`config.mk`:
```
export PLATFORM = sky130hd
export DESIGN_NAME = line_trigger_gen
export DESIGN_NICKNAME = d
export VERILOG_FILES = /design/src/rtl/encoder_pkg.sv /design/src/rtl/enc_position_cnt.sv /design/src/rtl/line_trigger_gen.sv
export SDC_FILE = /design/constraint.sdc
export NUM_CORES = 1
export LEC_CHECK = 0
export ABC_AREA = 1
export CORE_ASPECT_RATIO = 0.8
export CORE_MARGIN = 4
export CORE_UTILIZATION = 28
export DETAILED_ROUTE_END_ITERATION = 7
export DONT_BUFFER_PORTS = 1
export HOLD_SLACK_MARGIN = 0.03
export MAX_ROUTING_LAYER = met4
export PLACE_DENSITY = 0.39
export SYNTH_ARGS = -nofsm -noshare
export SYNTH_HDL_FRONTEND = slang
export SYNTH_HIERARCHICAL = 1
export SYNTH_SLANG_ARGS = --single-unit
```
`constraint.sdc`:
```
create_clock -name CLK -period 9.4 [get_ports CLK]
set_clock_uncertainty 0.05 [all_clocks]
set_input_delay 2.35 -clock CLK [delete_from_list [all_inputs] [get_ports CLK]]
set_output_delay 2.35 -clock CLK [all_outputs]
set_load 0.02 [all_outputs]
```
`src/rtl/encoder_pkg.sv`:
```
// Shared encodings for the encoder front end: direction modes, pulse codes and
// the line-trigger FSM states.
package encoder_pkg;

  localparam logic [1:0] DM_FWD  = 2'd0;
  localparam logic [1:0] DM_REV  = 2'd1;
  localparam logic [1:0] DM_BOTH = 2'd2;
  localparam logic [1:0] DM_NONE = 2'd3;

  localparam logic [1:0] PD_FWD = 2'b01;
  localparam logic [1:0] PD_REV = 2'b10;

  typedef enum logic [1:0] {
    ST_IDLE    = 2'd0,
    ST_TRIG    = 2'd1,
    ST_HOLDOFF = 2'd2
  } trig_state_t;

  // A simultaneous fwd+rev strobe (2'b11) never qualifies in any mode.
  function automatic logic pulse_accepted(input logic [1:0] mode, input logic [1:0] pd);
    logic ok;
    case (mode)
      DM_FWD:  ok = (pd == PD_FWD);
      DM_REV:  ok = (pd == PD_REV);
      DM_BOTH: ok = (pd == PD_FWD) || (pd == PD_REV);
      DM_NONE: ok = 1'b0;
      default: ok = 1'b0;
    endcase
    return ok;
  endfunction

endpackage

```
`src/rtl/enc_position_cnt.sv`:
```
// Signed up/down step counter tracking encoder position; clear wins over a
// same-cycle step and the count wraps modulo 2^POS_W.
module enc_position_cnt
  import encoder_pkg::*;
#(
  parameter int POS_W = 32
) (
  input  logic                    CLK,
  input  logic                    RST,
  input  logic                    clr,
  input  logic [1:0]              pulse_dir,
  output logic signed [POS_W-1:0] position
);

  localparam logic signed [POS_W-1:0] ONE = POS_W'(1);

  always_ff @(posedge CLK) begin
    if (RST || clr) begin
      position <= '0;
    end else if (pulse_dir == PD_FWD) begin
      position <= position + ONE;
    end else if (pulse_dir == PD_REV) begin
      position <= position - ONE;
    end
  end

endmodule

```
`src/rtl/line_trigger_gen.sv`:
```
// Line-acquisition trigger generator: one fixed-width trigger per accepted
// direction pulse with hold-off, line-in-frame tagging and a missed-pulse
// counter. Optional TIMESTAMP output when LINE_TRIG_TIMESTAMP_EN is defined.
module line_trigger_gen
  import encoder_pkg::*;
#(
  parameter int CNT_W = 16,
  parameter int POS_W = 32
) (
  input  logic                    CLK,
  input  logic                    RST,
  input  logic                    ENABLE,
  input  logic                    POS_CLR,
  input  logic [1:0]              DIR_MODE,
  input  logic [CNT_W-1:0]        TRIG_WIDTH,
  input  logic [CNT_W-1:0]        HOLDOFF,
  input  logic [CNT_W-1:0]        LINES_PER_FRAME,
  input  logic [1:0]              PULSE_DIR,
  output logic                    LINE_TRIG,
  output logic                    FRAME_START,
  output logic [CNT_W-1:0]        LINE_IDX,
  output logic signed [POS_W-1:0] POSITION,
  output logic [CNT_W-1:0]        MISSED_CNT
`ifdef LINE_TRIG_TIMESTAMP_EN
  ,
  output logic [31:0]             TIMESTAMP
`endif
);

  logic             en_p0, en_p1;
  logic [1:0]       mode_p0;
  logic [CNT_W-1:0] tw_p0, ho_p0, lpf_p0, ho_w;
  trig_state_t      state_q, state_d;
  logic [CNT_W-1:0] cnt_q, cnt_d;
  logic [CNT_W-1:0] nxt_idx, line_idx_q, missed_q;
  logic [CNT_W-1:0] lpf_eff, base_idx, use_idx;
  logic             accept, busy_miss, en_rise, start, frame_q;

  function automatic logic [CNT_W-1:0] sat_inc(input logic [CNT_W-1:0] v);
    return (&v) ? v : v + 1'b1;
  endfunction

  // Stage p0: configuration registered once; hold-off frozen outside IDLE
  always_ff @(posedge CLK) begin
    if (RST) begin
      en_p0   <= 1'b0;
      en_p1   <= 1'b0;
      mode_p0 <= '0;
      tw_p0   <= '0;
      ho_p0   <= '0;
      lpf_p0  <= '0;
      ho_w    <= '0;
    end else begin
      en_p0   <= ENABLE;
      en_p1   <= en_p0;
      mode_p0 <= DIR_MODE;
      tw_p0   <= TRIG_WIDTH;
      ho_p0   <= HOLDOFF;
      lpf_p0  <= LINES_PER_FRAME;
      if (state_q == ST_IDLE) ho_w <= ho_p0;
    end
  end

  assign accept    = en_p0 && pulse_accepted(mode_p0, PULSE_DIR);
  assign busy_miss = accept && (state_q != ST_IDLE);
  assign en_rise   = en_p0 && !en_p1;
  assign lpf_eff   = (lpf_p0 == '0) ? CNT_W'(1) : lpf_p0;
  assign base_idx  = en_rise ? '0 : nxt_idx;
  // A frame shortened below the pending index restarts at line 0.
  assign use_idx   = (base_idx >= lpf_eff) ? '0 : base_idx;

  always_comb begin
    state_d = state_q;
    cnt_d   = cnt_q;
    start   = 1'b0;
    case (state_q)
      ST_IDLE: begin
        if (accept) begin
          state_d = ST_TRIG;
          cnt_d   = (tw_p0 == '0) ? '0 : tw_p0 - 1'b1;
          start   = 1'b1;
        end
      end
      ST_TRIG: begin
        if (cnt_q == '0) begin
          if (ho_w != '0) begin
            state_d = ST_HOLDOFF;
            cnt_d   = ho_w - 1'b1;
          end else begin
            state_d = ST_IDLE;
          end
        end else begin
          cnt_d = cnt_q - 1'b1;
        end
      end
      ST_HOLDOFF: begin
        if (cnt_q == '0) state_d = ST_IDLE;
        else             cnt_d   = cnt_q - 1'b1;
      end
      default: state_d = ST_IDLE;
    endcase
  end

  // Stage p1: FSM state, line tagging and missed-pulse accounting
  always_ff @(posedge CLK) begin
    if (RST) begin
      state_q    <= ST_IDLE;
      cnt_q      <= '0;
      line_idx_q <= '0;
      nxt_idx    <= '0;
      frame_q    <= 1'b0;
      missed_q   <= '0;
    end else begin
      state_q <= state_d;
      cnt_q   <= cnt_d;
      frame_q <= 1'b0;
      if (start) begin
        line_idx_q <= use_idx;
        nxt_idx    <= (use_idx >= lpf_eff - 1'b1) ? '0 : use_idx + 1'b1;
        frame_q    <= (use_idx == '0);
      end else if (en_rise) begin
        line_idx_q <= '0;
        nxt_idx    <= '0;
      end
      if (en_rise)        missed_q <= busy_miss ? CNT_W'(1) : '0;
      else if (busy_miss) missed_q <= sat_inc(missed_q);
    end
  end

  assign LINE_TRIG   = (state_q == ST_TRIG);
  assign FRAME_START = frame_q;
  assign LINE_IDX    = line_idx_q;
  assign MISSED_CNT  = missed_q;

`ifdef LINE_TRIG_TIMESTAMP_EN
  logic [31:0] ts_q, ts_hold;

  always_ff @(posedge CLK) begin
    if (RST) begin
      ts_q    <= '0;
      ts_hold <= '0;
    end else begin
      ts_q <= ts_q + 32'd1;
      if (start) ts_hold <= ts_q;
    end
  end

  assign TIMESTAMP = ts_hold;
`endif

  enc_position_cnt #(.POS_W(POS_W)) u_pos (
    .CLK       (CLK),
    .RST       (RST),
    .clr       (POS_CLR),
    .pulse_dir (PULSE_DIR),
    .position  (POSITION)
  );

endmodule

```
==> flow_summary.toml, run 1 <==
[cts]
cts_tree = "done"
cts_hold_buf = 0
clkLatencyLatePin_ns = 0.45
numCtsBuffers = 17
clk_path_buf_depth = 2
path_clk_slew_ns = 0.07
postCtsSetupBuffers = 0
clock_sinks = 167
htreeDepth = 4
root_buffer = "clkbuf_16"
cts_resized = 0

[setup_path]
critPathKind = "primary input to flip-flop"
cp_cell_sequence = "inv_1, ha_1, a21oi_1, nor2_1, nor2_1, nand2_1, inv_1, nand2_1, inv_1, nor2_1, nand2_1, a21oi_1"
crit_slowest_cell = "nor2_1"
max_stage_delay_ns = 0.83
worstSetupStartpointType = "primary input"
cp_num_cells = 12
path_buf_inv = 3
reg2reg_depth = 24
critPathRequiredTime_ns = 9.73
endpoint_kind = "flip-flop"
worstPathMaxFanout = 20
critPathTopFamily = "simple AND/OR/NAND/NOR gates"
critPathArrivalTime_ns = 5.23

[logic_synthesis]
synth-async-reset-ratio = 0
ys_seq_area_frac = 0.293
synth_area_per_cell_um2 = 6.24
syn_inst = 1830
yosys_warnings = 6
synth_top_cell_by_area = "dfxtp_1"
ys.flop_type = "dfxtp_1"
synthTopCellsByArea = "dfxtp_1 29%, nand2_1 14%, inv_1 11%"
synth_top_cell_area_share = 0.293
synth_cell_types = 47
ys_ff_latch = 167
synth_edf_count = 0
syn_area_mm2 = 0.0114
syn_nets = 1966

[power]
p_leak_nw = 6.31
finalPower_mw = 2.64
powerDensity_mw_per_mm2 = 210
ir_worst_vdd_v = 0.000119

[die]
num_rows = 65
die_w_um = 234
dieHeight_um = 189
io_pins = 122
initial_core_util = 0.286
dieArea_mm2 = 0.0441
core_region_area_mm2 = 0.0399

[timing]
whs_ns = 0.408
hold_viol = 0
finalCriticalPeriod_ns = 4.90
relSlewSlack = 0.313
fin_crit_sh = 0.522
final.setup.tns_ns = 0
max_freq_mhz = 204
slew_violations = 0
finalSetupViolations = 0
rsz0062_at_grt = "false"
tightest_slew_ns = 1.03
worst_slack_ns = 4.50

[drt]
vias_per_cell = 4.54
wire_per_inst_um = 15.4
num_vias = 10700
wl_mm = 36.4
first_pass_iters = 5
drtAntennaViolNets = 0
drc = 0
drtIter0Drc = 677

[hold_path]
min_path_cells = 2
hp-class = "flip-flop to flip-flop"

[place]
io_buffers = 0
place.gp.congestion = 0.876
dp_cells = 2328
place_ws_ns = 3.97
detailed_place_hpwl_mm = 28.4

[cells_and_area]
stdcell_count = 2360
layout.nets = 1947
drive_gt1_frac = 0.0406
antenna_cells = 0
fill_cells = 4522
multi_input_area_mm2 = 0.00658
ff_latch_area_mm2 = 0.00334
area_delta_synth_final_pct = 9.80

[job]
cap_viol_max_count = 0

[global_route]
antenna_found_initial = 0
grt_usage = 0.171
grt_pass1_wl_mm = 57.8
grt_max_degree = 95
grt_pass1_vias = 10200
grt_overflow = 0

[outcome]
status = "finished, final reports clean"
==> report_power, final <==
part           total, mW  internal, mW  switching, mW
Combinational      0.985         0.313          0.672
Sequential         0.881         0.789         0.0917
Clock              0.771         0.453          0.319
Total               2.64          1.55           1.08
==> final timing paths <==
path	startpoint	slack (ns)	to
setup / recovery	PULSE_DIR[0]	4.50	LINE_IDX[13]
hold / removal	en_p0	0.41	en_p1
setup reg to reg	en_p0	4.64	nxt_idx[7]
hold reg to reg	en_p0	0.41	en_p1
==> cell usage after synthesis (12+ instances only) <==
library cell  count
o21ai_0          71
nor3_1           18
inv_1           342
nand2_1         427
nand3_1         111
a21oi_1         124
dfxtp_1         167
xor2_1           48
xnor2_1          14
clkbuf_1         27
nor2_1          280
nand2_2          12
ha_1             79
nand4_1          26
==> cell type report <==
type / count / share of cell area
clock buffers: 21 / 0.0359
clock inverters: 11 / 0.0138
inverters: 345 / 0.103
multi-input cells: 1277 / 0.525
flip-flops and latches: 167 / 0.267
well taps: 536 / 0.0535
repair buffers: 3 / 0.00180
==> through the flow <==
| step | cell area (µm²) | utilization |
|---|---|---|
| floorplan | 11400 | - |
| global placement | 11900 | 0.299 |
| detailed placement | 11900 | 0.299 |
| CTS | 12500 | 0.314 |
| global route | 12500 | 0.314 |
| finish | 12500 | 0.314 |
==> worst register-to-register path, delay by kind of cell (launching register included) <==
family,cells,cell delay (ns)
AND/OR/NAND/NOR,15,2.63
adder cells (fa/ha/maj),2,0.72
buffers and inverters,4,0.60
AO/OA/AOI/OAI,3,0.36
flip-flops,1,0.33
==> cells by family after synthesis <==
kind of cell	after synthesis	synth area share
simple gates	904	0.331
buf+inv	386	0.131
xor+xnor	62	0.0476
compound gates	231	0.109
fa+ha+maj	80	0.0884
flops	167	0.293
==> layer usage <==
metal	track usage	routed length [µm]	vias to the layer above
li1	-	-	5663
met1	0.239	18800	4807
met2	0.238	14800	200
met3	0.0534	2130	34
met4	0.0452	682	0
met5	-	0	-
==> flip-flops by register name (all words and copies together) (netlist names) <==
name,flops
mode_p0,2
cnt_q,16
nxt_idx,16
MISSED_CNT,16
u_pos/position,32
tw_p0,16
LINE_IDX,16
ho_p0,16
en_p1,1
ho_w,16
lpf_p0,16
FRAME_START,1
state_q,2
en_p0,1
==> cell usage in the layout (no fill, tap or decap), types with 4 or more instances in the layout <==
cell / synthesis / final
nand2_1: 427 / 427
inv_1: 342 / 342
nor2_1: 280 / 280
dfxtp_1: 167 / 167
a21oi_1: 124 / 124
nand3_1: 111 / 111
ha_1: 79 / 79
o21ai_0: 71 / 71
xor2_1: 48 / 48
nand4_1: 26 / 26
nor3_1: 18 / 18
clkbuf_16: 0 / 17
xnor2_1: 14 / 14
nand2_2: 12 / 12
nor2_2: 8 / 8
nor3_2: 7 / 7
or2_2: 5 / 5
o21ai_1: 4 / 4
o211ai_1: 4 / 4
a211oi_1: 4 / 4
bufinv_16: 0 / 4
clkinvlp_4: 0 / 4
No activity file was read; power rests on OpenSTA's default activity.
==> inputs of run 2 (changes only) <==
PLACE_DENSITY = 0.41   (was 0.39)
clock period = 4.5 ns   (was 9.4 ns; I/O delays follow)
==> flow_summary.toml, run 2 (same netlist as run 1, synthesis figures left out) <==
[setup_path]
reg2reg_slack_ns = 0.38
path_buf_inv = 6
endpoint_kind = "flip-flop"
worstSetupStartpointType = "flip-flop"
cp_cell_sequence = "inv_1, nor2_1, buf_4, nor2_1, ha_1, nand2_1, inv_1, nand3_1, nor3_1, nand2_2, nand2_1, nor2_1, buf_4, ha_1, nand2_1, inv_1, nand3_1, nor3_1, nand3_1, nand3_1, nor2_4, buf_12, a22oi_1, nor2_1"
critPathTopFamily = "simple AND/OR/NAND/NOR gates"
critPathRequiredTime_ns = 4.80
max_stage_delay_ns = 0.33
worstPathMaxFanout = 20
crit_slowest_cell = "dfxtp_1"
critPathArrivalTime_ns = 4.42
critPathKind = "flip-flop to flip-flop"

[timing]
max_freq_mhz = 243
fin_crit_sh = 0.915
rsz0062_at_grt = "false"
relSlewSlack = 0.279
final.setup.tns_ns = 0
finalSetupViolations = 0
hold_viol = 0
slew_violations = 0
finalCriticalPeriod_ns = 4.12
tightest_slew_ns = 1.08

[cts]
root_buffer = "clkbuf_16"
clkLatencyLatePin_ns = 0.46
numCtsBuffers = 17
htreeDepth = 4
clk_path_buf_depth = 2
clock_sinks = 167
cts_tree = "done"
path_clk_slew_ns = 0.07

[cells_and_area]
largest_register_ffs = 32
ff_latch_area_mm2 = 0.00334
area_delta_synth_final_pct = 10.6
top_register = "u_pos/position"
drive_gt1_frac = 0.0485
layout_commonest_cell = "nand2_1"
layout.nets = 1958
antenna_cells = 0
design_area_mm2 = 0.0126
multi_input_area_mm2 = 0.00658
fill_cells = 4544
layout_common_cells = "427 x nand2_1, 342 x inv_1, 279 x nor2_1"

[power]
powerDensity_mw_per_mm2 = 433
ir_worst_vdd_v = 0.000277
p_int_mw = 3.12
p_leak_nw = 6.38
p_sw_frac = 0.428
pwr-share-comb = 0.377
pwr-share-clk = 0.285
power.share.sequential = 0.338
power_switching_mw = 2.34

[global_route]
grt_pass1_vias = 10300
antenna_found_initial = 0
grt_pass1_wl_mm = 57.8
grt_max_degree = 95
grt_usage = 0.171
grt_overflow = 0

[die]
die_w_um = 234
io_pins = 122
num_rows = 65
initial_core_util = 0.286
dieHeight_um = 189
core_region_area_mm2 = 0.0399
dieArea_mm2 = 0.0441

[place]
place.gp.congestion = 0.902
detailed_place_hpwl_mm = 28.3
io_buffers = 0
placed_area_mm2 = 0.0120

[drt]
drtIter0Drc = 749
vias_per_cell = 4.53
num_vias = 10700
drtAntennaViolNets = 0
wire_per_inst_um = 15.2
wl_mm = 36.1
drc = 0
first_pass_iters = 5

[job]
cap_viol_max_count = 0

[hold_path]
hp-class = "flip-flop to flip-flop"

[outcome]
status = "finished, final reports clean"
==> run 2: routing by layer <==
| layer | up-vias | GRT usage | wire [µm] |
|---|---|---|---|
| met4 | 0 | 0.0340 | 394 |
| li1 | 5686 | - | - |
| met2 | 222 | 0.239 | 14500 |
| met1 | 4801 | 0.250 | 19400 |
| met3 | 25 | 0.0404 | 1750 |
| met5 | - | - | 0 |
==> run 2: power by group through the flow <==
stage	Sequential, mW	Clock, mW	Combinational, mW
final	1.85	1.56	2.06
after global routing	1.87	1.68	2.35
after CTS	1.85	1.62	2.06
after detailed placement	1.88	0	2.04
after global placement	1.88	0	2.05
after floorplan	1.82	0	1.57
==> run 2: final timing paths <==
path                      to  depth (start not counted)   from
setup / recovery  nxt_idx[1]                         24  en_p0
hold reg to reg        en_p1                          2  en_p0
setup reg to reg  nxt_idx[1]                         24  en_p0
hold / removal         en_p1                          2  en_p0
==> run 2: repair_timing <==
| item | in CTS | in global routing |
|---|---|---|
| hold buffers | 0 | 0 |
| setup buffers | 0 | 2 |
| setup endpoints to repair | 0 | 16 |
| gates resized for setup | 0 | 1 |
==> run 2: metrics by stage <==
step / utilization / cells / setup WS, ns / total power, mW / hold WS [ns]
floorplan: - / 1830 / 1.17 / 3.39 / 0.375
global placement: 0.301 / 2337 / 0.374 / 3.93 / 0.388
detailed placement: 0.301 / 2337 / 0.285 / 3.92 / 0.394
CTS: 0.316 / 2369 / 0.261 / 5.52 / 0.406
global route: 0.317 / 2371 / 0.000946 / 5.91 / 0.443
finish: 0.317 / 2371 / 0.383 / 5.46 / 0.404
==> run 2: worst min-delay path, cell delays in order (launching register included) <==
cell     delay (ns)
dfxtp_1        0.31
inv_1          0.07
nor2_1         0.04
==> run 2: cell type report <==
cell class                 instances  share of cell area
multi-input combinational       1277               0.521
inverter                         345               0.103
timing repair buffer              14             0.00932
clock inverter                    14              0.0139
clock buffer                      18              0.0348
sequential                       167               0.265
tap                              536              0.0531
==> inputs of run 3 (changes only) <==
HOLD_SLACK_MARGIN = 0.05   (was 0.03)
TNS_END_PERCENT = 30   (was not set)
==> results of run 3 <==
The final DEF is identical to that of run 2; final timing and power are the same.
